===== src/rtl/q_maze_pkg.sv =====
// Shared maze types: 6x6 grid, states 1..36, actions N/E/S/W.
// Used by the path walker and the blocked-state logic.
package q_maze_pkg;

    localparam int GRID     = 6;
    localparam int N_STATES = GRID * GRID;

    typedef logic [5:0] state_t;

    typedef enum logic [1:0] {
        ACT_N = 2'd0,
        ACT_E = 2'd1,
        ACT_S = 2'd2,
        ACT_W = 2'd3
    } action_e;

    typedef enum logic [1:0] {
        STAT_NONE    = 2'd0,
        STAT_REACHED = 2'd1,
        STAT_DEAD    = 2'd2,
        STAT_LIMIT   = 2'd3
    } status_e;

    typedef enum logic [2:0] {
        S_IDLE,
        S_EMIT,
        S_READ,
        S_WAIT,
        S_DECIDE,
        S_FIN
    } walk_fsm_e;

    localparam state_t GRID_S = state_t'(GRID);
    localparam state_t LAST_S = state_t'(N_STATES);

    function automatic state_t next_state(state_t s, action_e a);
        state_t r;
        case (a)
            ACT_N:   r = s + GRID_S;
            ACT_E:   r = s + 6'd1;
            ACT_S:   r = s - GRID_S;
            default: r = s - 6'd1;
        endcase
        return r;
    endfunction

    // States are 1-based, so the east edge is s%GRID==0 and the west edge s%GRID==1
    function automatic logic move_legal(state_t s, action_e a);
        logic r;
        case (a)
            ACT_N:   r = (s <= LAST_S - GRID_S);
            ACT_E:   r = (s % GRID_S) != 6'd0;
            ACT_S:   r = (s > GRID_S);
            default: r = (s % GRID_S) != 6'd1;
        endcase
        return r;
    endfunction

endpackage


===== src/rtl/q_argmax4.sv =====
// Unsigned argmax over four Q values; ties resolve to the lowest index.
// zero_o flags that the winning value is zero.
module q_argmax4 #(
    parameter int W = 32
) (
    input  logic [4*W-1:0] vals_i,
    output logic [1:0]     idx_o,
    output logic           zero_o
);

    logic [W-1:0] best;

    always_comb begin
        best  = vals_i[W-1:0];
        idx_o = 2'd0;
        for (int i = 1; i < 4; i++) begin
            if (vals_i[i*W +: W] > best) begin
                best  = vals_i[i*W +: W];
                idx_o = 2'(i);
            end
        end
        zero_o = (best == '0);
    end

endmodule


===== src/rtl/q_path_walker.sv =====
// Greedy policy walker over the masked Q-table; streams visited states.
// Define VISITED_CHECK_EN to stop on revisits. q_rd_data slice a = action a.
module q_path_walker
    import q_maze_pkg::*;
#(
    parameter int Q_W       = 32,
    parameter int GRID      = 6,
    parameter int MAX_STEPS = 36
) (
    input  logic             clk,
    input  logic             rst,
    input  logic             start,
    input  logic [5:0]       start_state,
    input  logic [5:0]       target_state,
    output logic             q_rd_en,
    output logic [5:0]       q_rd_addr,
    input  logic [4*Q_W-1:0] q_rd_data,
    output logic             path_valid,
    input  logic             path_ready,
    output logic [5:0]       path_state,
    output logic             busy,
    output logic             done,
    output logic [1:0]       status,
    output logic [5:0]       steps
);

    localparam int     NS   = GRID * GRID;
    localparam state_t LAST = state_t'(NS);
    localparam state_t MAXS = state_t'(MAX_STEPS);

    walk_fsm_e        state_q, state_d;
    state_t           cur_q, cur_d;
    state_t           tgt_q, tgt_d;
    state_t           steps_q, steps_d;
    status_e          status_q, status_d;
    logic [4*Q_W-1:0] qv_q, qv_d;
    logic [4*Q_W-1:0] masked;
    logic [1:0]       best_idx;
    logic             all_zero;
    logic             hit;
    logic             start_ok;
    state_t           nxt;

`ifdef VISITED_CHECK_EN
    logic [NS:0] visited_q, visited_d;
    assign hit = visited_q[nxt];
`else
    assign hit = 1'b0;
`endif

    always_comb begin
        for (int a = 0; a < 4; a++) begin
            masked[a*Q_W +: Q_W] = move_legal(cur_q, action_e'(a[1:0]))
                                 ? qv_q[a*Q_W +: Q_W] : '0;
        end
    end

    q_argmax4 #(.W(Q_W)) u_argmax (
        .vals_i (masked),
        .idx_o  (best_idx),
        .zero_o (all_zero)
    );

    assign nxt      = next_state(cur_q, action_e'(best_idx));
    assign start_ok = (start_state != '0) && (start_state <= LAST)
                   && (target_state != '0) && (target_state <= LAST);

    always_ff @(posedge clk or posedge rst) begin
        if (rst) begin
            state_q   <= S_IDLE;
            cur_q     <= '0;
            tgt_q     <= '0;
            steps_q   <= '0;
            status_q  <= STAT_NONE;
            qv_q      <= '0;
`ifdef VISITED_CHECK_EN
            visited_q <= '0;
`endif
        end else begin
            state_q   <= state_d;
            cur_q     <= cur_d;
            tgt_q     <= tgt_d;
            steps_q   <= steps_d;
            status_q  <= status_d;
            qv_q      <= qv_d;
`ifdef VISITED_CHECK_EN
            visited_q <= visited_d;
`endif
        end
    end

    always_comb begin
        state_d   = state_q;
        cur_d     = cur_q;
        tgt_d     = tgt_q;
        steps_d   = steps_q;
        status_d  = status_q;
        qv_d      = qv_q;
`ifdef VISITED_CHECK_EN
        visited_d = visited_q;
`endif
        case (state_q)
            S_IDLE: begin
                if (start) begin
                    cur_d    = start_state;
                    tgt_d    = target_state;
                    steps_d  = '0;
                    status_d = STAT_NONE;
`ifdef VISITED_CHECK_EN
                    visited_d = '0;
                    if (start_ok) visited_d[start_state] = 1'b1;
`endif
                    if (start_ok) begin
                        state_d = S_EMIT;
                    end else begin
                        status_d = STAT_DEAD;
                        state_d  = S_FIN;
                    end
                end
            end
            S_EMIT: begin
                if (path_ready) begin
                    if (cur_q == tgt_q) begin
                        status_d = STAT_REACHED;
                        state_d  = S_FIN;
                    end else if (steps_q == MAXS) begin
                        status_d = STAT_LIMIT;
                        state_d  = S_FIN;
                    end else begin
                        state_d = S_READ;
                    end
                end
            end
            S_READ: state_d = S_WAIT;
            S_WAIT: begin
                qv_d    = q_rd_data;
                state_d = S_DECIDE;
            end
            S_DECIDE: begin
                if (all_zero) begin
                    status_d = STAT_DEAD;
                    state_d  = S_FIN;
                end else if (hit) begin
                    status_d = STAT_LIMIT;
                    state_d  = S_FIN;
                end else begin
`ifdef VISITED_CHECK_EN
                    visited_d[nxt] = 1'b1;
`endif
                    cur_d   = nxt;
                    steps_d = steps_q + 6'd1;
                    state_d = S_EMIT;
                end
            end
            S_FIN:   state_d = S_IDLE;
            default: state_d = S_IDLE;
        endcase
    end

    always_comb begin
        path_valid = (state_q == S_EMIT);
        path_state = path_valid ? cur_q : '0;
        q_rd_en    = (state_q == S_READ);
        q_rd_addr  = q_rd_en ? cur_q : '0;
        done       = (state_q == S_FIN);
        busy       = (state_q != S_IDLE) && (state_q != S_FIN);
        status     = status_q;
        steps      = steps_q;
    end

endmodule


===== config.mk =====
export PLATFORM = sky130hd
export DESIGN_NAME = q_path_walker
export DESIGN_NICKNAME = d
export VERILOG_FILES = /design/src/rtl/q_maze_pkg.sv /design/src/rtl/q_argmax4.sv /design/src/rtl/q_path_walker.sv
export SDC_FILE = /design/constraint.sdc
export NUM_CORES = 1
export LEC_CHECK = 0
export CORE_AREA = 3 3 170 172
export CTS_CLUSTER_DIAMETER = 80
export DETAILED_ROUTE_END_ITERATION = 10
export DIE_AREA = 0 0 173 175
export HOLD_SLACK_MARGIN = 0.05
export PLACE_DENSITY_LB_ADDON = 0.2
export SYNTH_ARGS = -nofsm -noshare
export SYNTH_HDL_FRONTEND = slang
export SYNTH_SLANG_ARGS = --single-unit

===== constraint.sdc =====
create_clock -name clk -period 17.4 [get_ports clk]
set_input_delay 2.61 -clock clk [delete_from_list [all_inputs] [get_ports clk]]
set_output_delay 2.61 -clock clk [all_outputs]
set_load 0.01 [all_outputs]

Word level (Yosys, flattened, before mapping):

Index checks and enable logic that the tools add are counted.

* register bits after elaboration: 151
* input port bits: 144
* output and inout port bits: 24
* word-level logic and storage cells: 85

* add/sub/neg operators: 5
* divide/modulo/power cells: 1
* $lt $le $gt $ge: 7
* eq/ne operators: 16
* mux-type cells: 33
* reductions and logical operators: 17

Operators with widths (count)
* $mux W32: 7
* $gt A32 B32 Y1: 3
* $mux W6: 6
* $logic_not A32 Y1: 1
* $pmux W6 S2: 2
* $mux W3: 6
* $pmux W6 S3: 1
* $reduce_bool A6 Y1: 3
* $mux W2: 8
* $pmux W3 S5: 1
* $add A6 B1 Y6 const B: 2
* $le A6 B6 Y1 const B: 2
* $add A6 B3 Y6 const B: 1
* $eq A3 B2 Y1 const B: 2
* $eq A3 B3 Y1 const B: 2
* $eq A6 B6 Y1: 1
* $eq A6 B6 Y1 const B: 1
* $gt A6 B3 Y1 const B: 1
* $le A6 B5 Y1 const B: 1
* $mod A6 B3 Y6 const B: 1
* $ne A2 B2 Y1 const B: 3
* $ne A6 B1 Y1 const B: 1
* $pmux W2 S3: 1
* $reduce_bool A3 Y1: 2
* 16 further kinds: 20

Longest topological paths before layout:

Gate-level depths: netlist of run 1.

* word-level depth: 13
* depth in mapped cells: 64
* depth with buffers taken out: 57

Modules after synthesis:

From an unflattened synthesis of run 1, not the netlist that was laid out.

* cell total of the unflattened synthesis: 1155
* area, all modules: 11324.6 um^2

By module, submodules not included
* q_path_walker: times used 1, cells an instance 673, area each 7674.9 um^2, seq. area each 3778.6 um^2
* q_argmax4: times used 1, cells an instance 482, area each 3649.8 um^2, seq. area each 0.0 um^2

Least setup slack after synthesis of run 1:

Ideal clock, no wire load.

* kind: register to register
* from: register cur_q[1]
* to: register cur_q[5]
* setup time: 0.128 ns
* data arrival time: 12.513 ns
* data required time: 17.272 ns
* setup slack: 4.759 ns
* cell stages (with the launch flop): 65
* buffers on the path: 7
* period minus slack after synthesis: 12.641 ns
* path through: dfrtp_1 inv_1 ha_1 or2_2 a21boi_0 mux2i_1 inv_1 ha_1 nor2_1 mux2_2 o221ai_1 a22oi_2 or3_1 buf_2 clkbuf_1 and2_1 ha_1 a211o_1 [... 29 more ...] a21o_1 a21oi_1 o21ai_0 a2111oi_0 o21ai_0 o211ai_1 nand3_1 ha_1 a21o_1 a21oi_1 o21bai_1 a21oi_1 xnor2_1 nand2_1 o221ai_1 a31oi_1 o21ai_0 mux2_1

* word-level cells in the longest chain between the ends: 13
* elaborated cells between the ends (all ways): 31
* classes of those cells: add/sub: 4; div: 1; order compare: 5; eq/ne: 4; mux: 13; reduce/logical: 4

RTL lines
* start, declared: line q_path_walker.sv:32 `state_t cur_q, cur_d;`
* start signal, assigned: line q_path_walker.sv:81 `cur_q <= cur_d;`
* $mod A6 B3 Y6: line q_maze_pkg.sv:52, q_maze_pkg.sv:54
* $reduce_bool A6 Y1: line q_maze_pkg.sv:52 `ACT_E: r = (s % GRID_S) != 6'd0;`
* $mux W32: line q_path_walker.sv:54 `? qv_q[a*Q_W +: Q_W] : '0;`
* $gt A32 B32 Y1: line q_argmax4.sv:17 `if (vals_i[i*W +: W] > best) begin`
* $mux W32: line q_argmax4.sv:17
* $gt A32 B32 Y1: line q_argmax4.sv:17
* $mux W32: line q_argmax4.sv:17
* $gt A32 B32 Y1: line q_argmax4.sv:17
* $mux W2: line q_argmax4.sv:17
* $eq A2 B2 Y1 (tied with other cells): line q_maze_pkg.sv:38 `case (a)`
* $pmux W6 S3: line q_maze_pkg.sv:38
* $mux W6: line q_path_walker.sv:140 `if (all_zero) begin`
* $pmux W6 S2: line q_path_walker.sv:102 `case (state_q)`

Parallel ways exist; a longest one is shown, timed or not. The select of a mux whose other input is x is not followed.
A chain may end at the register's enable or synchronous reset.

Worst setup path after layout of run 1:

Same ends and word-level chain as after synthesis.

==> results of run 1 <==
-- worst reg2reg max path: cells and delay by family, from the launching register on --
kind            cells  cell delay, ns
compound gates     28            5.81
xor+xnor            1            0.10
fa+ha+maj           6            1.87
buf+inv             5            1.28
flops               1            0.68
mux                 3            0.98
simple gates       15            3.58
-- cell usage after synthesis (4+ instances only) --
library cell / count
nor4_1: 29
clkbuf_1: 48
a21o_1: 34
o211ai_1: 7
nand4_1: 24
mux2i_1: 6
o21a_1: 9
mux2_2: 129
nor2_1: 68
buf_1: 7
nor2b_1: 41
buf_2: 4
o21ai_0: 54
and3_1: 13
ha_1: 104
a211oi_1: 4
o21ai_1: 4
o31ai_1: 4
inv_1: 17
or3_1: 6
or4_1: 5
xnor2_1: 11
nand3_1: 20
nand2_1: 116
nor3_1: 14
dfrtp_1: 151
and2_1: 71
xor2_1: 5
a221o_1: 6
nand2b_1: 7
a21oi_1: 75
a31oi_1: 10
-- cell type report --
type                            instances  area, µm²
Timing Repair Buffer                  176       1740
Clock buffer                           17        425
Inverter                               17       68.8
Sequential cell                       151       3780
Clock inverter                         15        178
Multi-Input combinational cell        935       6890
Tap cell                              378        473
Fill cell                            2672      14100
-- logic make-up after synthesis --
kind of cell | after synthesis
AND/OR/NAND/NOR | 429
AO/OA/AOI/OAI | 248
flip-flops | 151
multiplexers | 137
adder cells (fa/ha/maj) | 105
buffers and inverters | 80
XOR/XNOR | 16
-- per-stage QoR --
step | hold slack, ns | cells | cell area, µm² | util | setup slack [ns]
global route | 0.536 | 1689 | 13600 | 0.490 | 1.74
floorplan | 0.465 | 1166 | 11000 | - | 4.76
detailed placement | 0.491 | 1657 | 12900 | 0.469 | 3.19
global placement | 0.479 | 1657 | 12900 | 0.469 | 3.50
CTS | 0.509 | 1689 | 13600 | 0.490 | 3.17
finish | 0.506 | 1689 | 13600 | 0.490 | 2.95
-- routing by layer --
metal / wire length (µm) / up-vias
met5: 0 / -
met3: 1200 / 27
met2: 15200 / 234
li1: - / 4529
met1: 13400 / 4409
met4: 444 / 0
-- worst max path at each step --
stage               startpoint  slack [ns]  endpoint  cells after the start
finish                cur_q[1]        2.95  cur_q[5]                     58
global route          cur_q[1]        1.74  cur_q[5]                     59
CTS                   cur_q[1]        3.17  cur_q[5]                     59
detailed placement    cur_q[1]        3.19  cur_q[5]                     59
global placement      cur_q[1]        3.50  cur_q[5]                     59
floorplan             cur_q[1]        4.76  cur_q[5]                     64
-- sequential cells by signal (all words and copies together) (netlist names) --
name     flops
tgt_q        6
qv_q       128
steps        6
cur_q        6
status       2
state_q      3
-- cell usage in the layout (no fill, tap or decap), types with 14 or more instances in the layout --
cell type	instances
a21o_1	34
a21oi_1	75
and2_1	71
clkbuf_16	17
clkdlybuf4s50_1	167
dfrtp_1	151
ha_1	104
inv_1	16
mux2_2	129
nand2_1	115
nand3_1	20
nand4_1	24
nor2_1	68
nor2b_1	41
nor3_1	14
nor4_1	29
o21ai_0	54
==> flow_summary_export.csv, run 1 <==
group,metric,value,unit
logic_synthesis,synth_cells,1166,
grt,grtUsageMet2,0.345,
worst_hold_path,min_path_type,"reg2reg",
grt,overflow,0,
worst_setup_path,critPathLaunchType,"flop",
worst_setup_path,crit_path_end_kind,"flop",
worst_hold_path,whs_endpoint,"tgt_q[1]",
worst_setup_path,cp_common_cell,"ha_1",
clocking,post-cts-setup-buffer-count,0,
route,routed_wire_length_per_instance,17.9,µm
worst_setup_path,cp_slowest_cell,"o211ai_1",
timing,hold_viol,0,
route,vias,9199,
route,drt-initial-drc-count,726,
route,dr.pass1.iters,5,
clocking,cts-htree-levels,4,
grt,grt_max_degree,80,
clocking,clk_pin_slew_worst_paths,0.07,ns
clocking,cts_tree,"built",
timing,maxSlewViolCount,0,
grt,antenna_found_initial,0,
placement,hpwl,23100,µm
placement,gp_congestion,0.918,
grt,track_usage,0.196,
worst_setup_path,criticalPathCategory,"reg2reg",
finish,layout-drive-gt1-share,0.144,
logic_synthesis,synth_compound_area_frac,0.149,
logic_synthesis,synth.avg_cell_area,9.42,µm²
timing,slew_headroom,0.393,
logic_synthesis,synth.top_cells.by_area,"dfrtp_1 (34%), mux2_2 (13%), ha_1 (12%)",
worst_setup_path,r2r-start,"cur_q[1]",
logic_synthesis,ys.flop_type,"dfrtp_1",
route,vias_per_cell,5.45,
timing,fmax,69.2,MHz
floorplanning,ioPinCount,168,
timing,tns,0,ns
grt,grt_pass1_wl,47700,µm
route,drc,0,
logic_synthesis,ys_types,77,
logic_synthesis,synth_top_area_share,0.344,
timing,fin_crit_sh,0.830,
worst_setup_path,path_delay_family,"compound AO/OA/AOI/OAI gates",
logic_synthesis,synth_area,11000,µm²
grt,grt_pass1_vias,8937,
grt,grt_util_met3,0.0289,
floorplanning,coreArea,27600,µm²
worst_setup_path,critical_path_buf_inv_count,5,
clocking,clkLatencyLatePin,0.44,ns
run,maxCapViolCount,0,
worst_hold_path,whs_path_depth,2,
finish,syn_to_final_growth,23.3,%
placement,place.port_buffers,167,
floorplanning,die_w,173,µm
logic_synthesis,synth_top_area_cell,"dfrtp_1",
worst_setup_path,reg2reg_to,"cur_q[5]",
logic_synthesis,synthSimpleGateAreaFrac,0.203,
clocking,root_buffer,"clkbuf_16",
route,ant_nets,0,
clocking,clockBufferDepth,2,
clocking,cts.sink_count,151,
worst_setup_path,rrSetupSlack,2.95,ns
finish,n_antenna_cell,0,
worst_setup_path,ff2ff_path_depth,58,
worst_setup_path,cp.required,17.72,ns
worst_setup_path,max_stage_delay,0.76,ns
floorplanning,initial_utilization,0.398,
logic_synthesis,yosys.area_share.xor_xnor,0.0128,
logic_synthesis,synth.area.mux_share,0.140,
finish,fin_nets,1547,
timing,fin_skew,0.0142,ns
timing,setup_viol,0,
logic_synthesis,synth.net_count,1415,
logic_synthesis,yosysWarnings,0,
grt,grtUsageMet1,0.253,
logic_synthesis,synth_top_family_by_area,"simple AND/OR/NAND/NOR gates",
floorplanning,dieArea,30300,µm²
clocking,ctsHoldBuffers,0,
timing,rsz0062_at_grt,"no",
worst_setup_path,crit_fanout,63,
clocking,cts_buffers,17,
timing,tightestPinTransition,0.906,ns
route,wl,30200,µm
logic_synthesis,synth_edf_count,0,
floorplanning,placement_rows,61,
logic_synthesis,synth-seq-cells,151,
logic_synthesis,synth.yosys.seq_area_share,0.344,
status,status,"completed",
grt,grt_busiest_layer,"met2",
worst_hold_path,min_from,"tgt_q[1]",
floorplanning,fp.dieH,175,µm
logic_synthesis,yosys.area_share.adder,0.120,
clocking,cts_resized,0,
timing,finalCriticalPeriod,14.45,ns
worst_setup_path,cp.arrival,14.77,ns
logic_synthesis,async_flop_share,1.00,
Power of run 1 is not shown: default switching activity piles up to over one toggle a cycle in this logic, so the estimate is an artifact.
==> inputs of run 2 (changes only) <==
==> constraint.sdc (replaced) <==
create_clock -name clk -period 13.8 [get_ports clk]
set_input_delay 2.07 -clock clk [delete_from_list [all_inputs] [get_ports clk]]
set_output_delay 2.07 -clock clk [all_outputs]
set_load 0.01 [all_outputs]
==> run 2 against run 1 <==
Against the previous run: count of clock-buffer cells in the layout is 1 higher; die area stayed put; via count is 0.17% higher; non-clock buffer count is 11 higher.
==> flow_summary_export.csv, run 2 (synthesis results as in run 1) <==
group,metric,value,unit
timing,finalCriticalPeriod,12.69,ns
finish,multiInputGateArea,6910,µm²
route,routed_wire_length_per_instance,17.9,µm
clocking,clkLatencyLatePin,0.44,ns
worst_setup_path,cp_slowest_cell,"or3_4",
finish,seqCellArea,3780,µm²
worst_setup_path,crit_fanout,31,
worst_setup_path,max_stage_delay,0.53,ns
route,ant_nets,0,
worst_setup_path,crit_path_end_kind,"flop",
finish,largest_reg_flops,128,
worst_setup_path,critical_path_buf_inv_count,4,
placement,place.port_buffers,167,
floorplanning,die_w,173,µm
route,vias,9215,
route,dr.pass1.iters,5,
finish,syn_to_final_growth,24.2,%
clocking,cts.sink_count,151,
status,status,"completed",
worst_hold_path,min_path_type,"reg2reg",
clocking,clockBufferDepth,2,
grt,grt_pass1_wl,48200,µm
worst_setup_path,critPathLaunchType,"flop",
worst_setup_path,cp.arrival,13.00,ns
timing,tightestPinTransition,0.929,ns
timing,fin_skew,0.0140,ns
placement,post-place-cells,1667,
clocking,clk_pin_slew_worst_paths,0.06,ns
route,drc,0,
finish,largest_register,"qv_q",
clocking,cts-htree-levels,4,
route,wl,30400,µm
timing,hold_viol,0,
floorplanning,initial_utilization,0.398,
worst_setup_path,path_delay_family,"compound AO/OA/AOI/OAI gates",
floorplanning,dieArea,30300,µm²
floorplanning,coreArea,27600,µm²
run,maxCapViolCount,0,
finish,layout_commonest_cell,"clkdlybuf4s50_1",
placement,gp_congestion,0.912,
route,drt-initial-drc-count,453,
clocking,cts_tree,"built",
worst_setup_path,cp_common_cell,"ha_1",
timing,maxSlewViolCount,0,
grt,overflow,0,
clocking,root_buffer,"clkbuf_16",
grt,grt_max_degree,79,
finish,fin_cells,1700,
clocking,cts_buffers,17,
grt,track_usage,0.198,
worst_setup_path,cp.required,14.12,ns
grt,grt_pass1_vias,9143,
finish,fin_nets,1558,
floorplanning,placement_rows,61,
finish,layout-drive-gt1-share,0.154,
finish,n_antenna_cell,0,
floorplanning,fp.dieH,175,µm
timing,worst_hold_slack,0.508,ns
finish,layout_common_cells,"clkdlybuf4s50_1 (167), dfrtp_1 (151), mux2_2 (129)",
placement,hpwl,23400,µm
route,vias_per_cell,5.42,
timing,fmax,78.8,MHz
timing,fin_crit_sh,0.919,
finish,nFillCells,2661,
grt,antenna_found_initial,0,
worst_setup_path,criticalPathCategory,"reg2reg",
floorplanning,ioPinCount,168,
clocking,ctsHoldBuffers,0,
timing,setup_viol,0,
timing,slew_headroom,0.381,
-- run 2: cell types whose count changed in the layout (fill, tap and decap cells not counted), sizes merged --
cell,delta
bufinv,+1
clkinvlp,+3
clkbuf,+1
buf,+11
clkinv,-5
-- run 2: area by class of cell --
type                            instances  share of cell area
Clock buffer                           18              0.0314
Clock inverter                         14              0.0116
Inverter                               17             0.00504
Multi-Input combinational cell        935               0.507
Sequential cell                       151               0.277
Tap cell                              378              0.0347
Timing Repair Buffer                  187               0.134
-- run 2: through the flow --
stage	setup WS (ns)	util	cell area [µm²]	TNS (ns)
after floorplan	1.16	-	11000	0
final	1.11	0.494	13600	0
after CTS	0.459	0.493	13600	0
after detailed placement	0.562	0.471	13000	0
after global routing	-0.0288	0.494	13600	-0.0288
after global placement	0.870	0.471	13000	0
-- run 2: worst paths after layout --
| kind | startpoint | to | slack, ns | cells past startpoint |
|---|---|---|---|---|
| max | cur_q[1] | cur_q[5] | 1.11 | 56 |
| min | qv_q[0] | qv_q[0] | 0.51 | 1 |
| min reg2reg | qv_q[0] | qv_q[0] | 0.51 | 1 |
| max in group asynchronous | rst | qv_q[63] | 10.19 | 3 |
| min in group asynchronous | rst | qv_q[126] | 2.14 | 2 |
| max reg2reg | cur_q[1] | cur_q[5] | 1.11 | 56 |
-- run 2: layer usage --
| layer | routed length [µm] | track usage |
|---|---|---|
| met5 | 0 | 0 |
| met4 | 807 | 0.0679 |
| met3 | 1050 | 0.0267 |
| met2 | 14800 | 0.340 |
| met1 | 13700 | 0.257 |
-- run 2: repair_timing --
action / CTS / global route
gates resized for setup: 0 / 8
endpoints found under the setup margin: 0 / 14
buffers inserted: 0 / 1
hold endpoints to repair: 0 / 0
Power of run 2 is left out for the same reason.
==> inputs of run 3 (changes only) <==
--- a/config.mk
+++ b/config.mk
@@ -5,11 +5,13 @@
 export SDC_FILE = /design/constraint.sdc
 export NUM_CORES = 1
 export LEC_CHECK = 0
+export CAP_MARGIN = 20
 export CORE_AREA = 3 3 170 172
 export CTS_CLUSTER_DIAMETER = 80
 export DETAILED_ROUTE_END_ITERATION = 10
 export DIE_AREA = 0 0 173 175
 export HOLD_SLACK_MARGIN = 0.05
+export MAX_ROUTING_LAYER = met4
 export PLACE_DENSITY_LB_ADDON = 0.2
 export SYNTH_ARGS = -nofsm -noshare
 export SYNTH_HDL_FRONTEND = slang
==> constraint.sdc (replaced) <==
create_clock -name clk -period 15.4 [get_ports clk]
set_input_delay 2.31 -clock clk [delete_from_list [all_inputs] [get_ports clk]]
set_output_delay 2.31 -clock clk [all_outputs]
set_load 0.01 [all_outputs]
==> run 3 against run 2 <==
Against the previous run: count of clock-buffer cells in the layout decreased by 1; final cell count decreased by 0.59%; cell area decreased by 0.49%; routed wire length decreased by 0.78%; sequential share of layout area increased by 0.14 points; via count decreased by 0.60%; setup slack improved by 0.28 ns; hold slack got worse by 0.0060 ns; non-clock buffer count decreased by 10; maximum frequency decreased by 9.4%; die area unchanged; critical path depth increased by 3; critical path type unchanged.
==> flow_summary_export.csv, run 3 (synthesis results as in run 1) <==
group,metric,value,unit
worst_setup_path,cp_slowest_cell,"dfrtp_1",
clocking,cts-htree-levels,4,
timing,fin_skew,0.0157,ns
worst_setup_path,r2r-start,"cur_q[1]",
timing,fin_crit_sh,0.910,
worst_setup_path,crit_path_end_kind,"flop",
floorplanning,ioPinCount,168,
placement,place.port_buffers,167,
route,routed_wire_length_per_instance,17.9,µm
route,drc,0,
finish,layout_common_cells,"clkdlybuf4s50_1 (167), dfrtp_1 (151), mux2_2 (129)",
route,wl,30200,µm
floorplanning,dieArea,30300,µm²
placement,post-place-cells,1658,
worst_setup_path,cp_common_cell,"ha_1",
placement,gp_congestion,0.948,
finish,layout-drive-gt1-share,0.146,
worst_setup_path,cp.required,15.72,ns
clocking,clkLatencyLatePin,0.44,ns
worst_hold_path,min_path_type,"reg2reg",
finish,largest_register,"qv_q",
clocking,post-cts-setup-buffer-count,0,
clocking,cts.sink_count,151,
clocking,clk_pin_slew_worst_paths,0.07,ns
clocking,cts_tree,"built",
timing,fmax,71.4,MHz
finish,largest_reg_flops,128,
worst_setup_path,crit_fanout,59,
timing,hold_viol,0,
finish,final_util,0.491,
floorplanning,placement_rows,61,
grt,grt_pass1_vias,9027,
floorplanning,coreArea,27600,µm²
finish,layout_commonest_cell,"clkdlybuf4s50_1",
grt,antenna_found_initial,0,
grt,grt_max_degree,80,
clocking,root_buffer,"clkbuf_16",
route,ant_nets,0,
timing,rsz0062_at_grt,"no",
timing,finalCriticalPeriod,14.01,ns
worst_hold_path,whs_path_depth,2,
floorplanning,initial_utilization,0.398,
finish,fin_nets,1548,
worst_setup_path,cp.arrival,14.33,ns
finish,n_antenna_cell,0,
status,status,"completed",
route,dr.pass1.iters,6,
timing,slew_headroom,0.390,
finish,fin_cells,1690,
grt,overflow,0,
route,vias,9160,
clocking,cts_buffers,17,
grt,track_usage,0.203,
clocking,clockBufferDepth,2,
worst_setup_path,criticalPathCategory,"reg2reg",
timing,tightestPinTransition,0.915,ns
worst_setup_path,critPathLaunchType,"flop",
finish,syn_to_final_growth,23.6,%
grt,grt_pass1_wl,48000,µm
floorplanning,die_w,173,µm
worst_setup_path,rrSetupSlack,1.39,ns
worst_setup_path,reg2reg_to,"cur_q[5]",
worst_hold_path,whs_endpoint,"tgt_q[2]",
floorplanning,fp.dieH,175,µm
run,maxCapViolCount,0,
timing,maxSlewViolCount,0,
timing,tns,0,ns
worst_setup_path,max_stage_delay,0.70,ns
route,drt-initial-drc-count,635,
worst_hold_path,min_from,"tgt_q[2]",
worst_setup_path,ff2ff_path_depth,59,
timing,setup_viol,0,
route,vias_per_cell,5.42,
placement,hpwl,23300,µm
run 3: final cells by class:
type,count,area (µm²)
multi-input cells,935,6890
clock inverters,15,195
inverters,17,68.8
flip-flops and latches,151,3780
well taps,378,473
repair buffers,177,1750
fillers,2675,14000
clock buffers,17,425
run 3: worst max path at each step:
stage,from,end,slack (ns),cells past startpoint
after global routing,cur_q[1],cur_q[5],0.26,59
final,cur_q[1],cur_q[5],1.39,59
after detailed placement,cur_q[1],cur_q[5],1.22,59
after floorplan,cur_q[1],cur_q[5],2.76,64
after CTS,cur_q[1],cur_q[5],1.19,59
after global placement,cur_q[1],cur_q[5],1.62,59
run 3: timing repair:
item | 4_1_cts | 5_1_grt
hold buffers | 0 | 0
endpoints found under the hold margin | 0 | 0
resized for setup | 0 | 1
setup endpoints to repair | 0 | 1
run 3: through the flow:
step | area, µm² | hold slack (ns) | setup WS, ns
global placement | 13000 | 0.480 | 1.62
floorplan | 11000 | 0.465 | 2.76
detailed placement | 13000 | 0.485 | 1.22
finish | 13600 | 0.502 | 1.39
global route | 13600 | 0.524 | 0.259
CTS | 13600 | 0.502 | 1.19
run 3: per-layer routing:
| layer | vias to the layer above | GRT usage | share of wire |
|---|---|---|---|
| li1 | 4514 | - | - |
| met1 | 4427 | 0.252 | 0.45 |
| met2 | 184 | 0.350 | 0.50 |
| met3 | 35 | 0.0282 | 0.032 |
| met4 | 0 | 0.0530 | 0.016 |
| met5 | - | - | 0 |
run 3: worst max-delay path, delay by kind of cell (launching register included):
family	cells	cell delay [ns]
fa+ha+maj	6	1.85
flops	1	0.70
buf+inv	5	1.06
simple gates	16	3.76
compound gates	28	5.36
xor+xnor	1	0.11
mux	3	1.03
Power of run 3 is left out for the same reason.
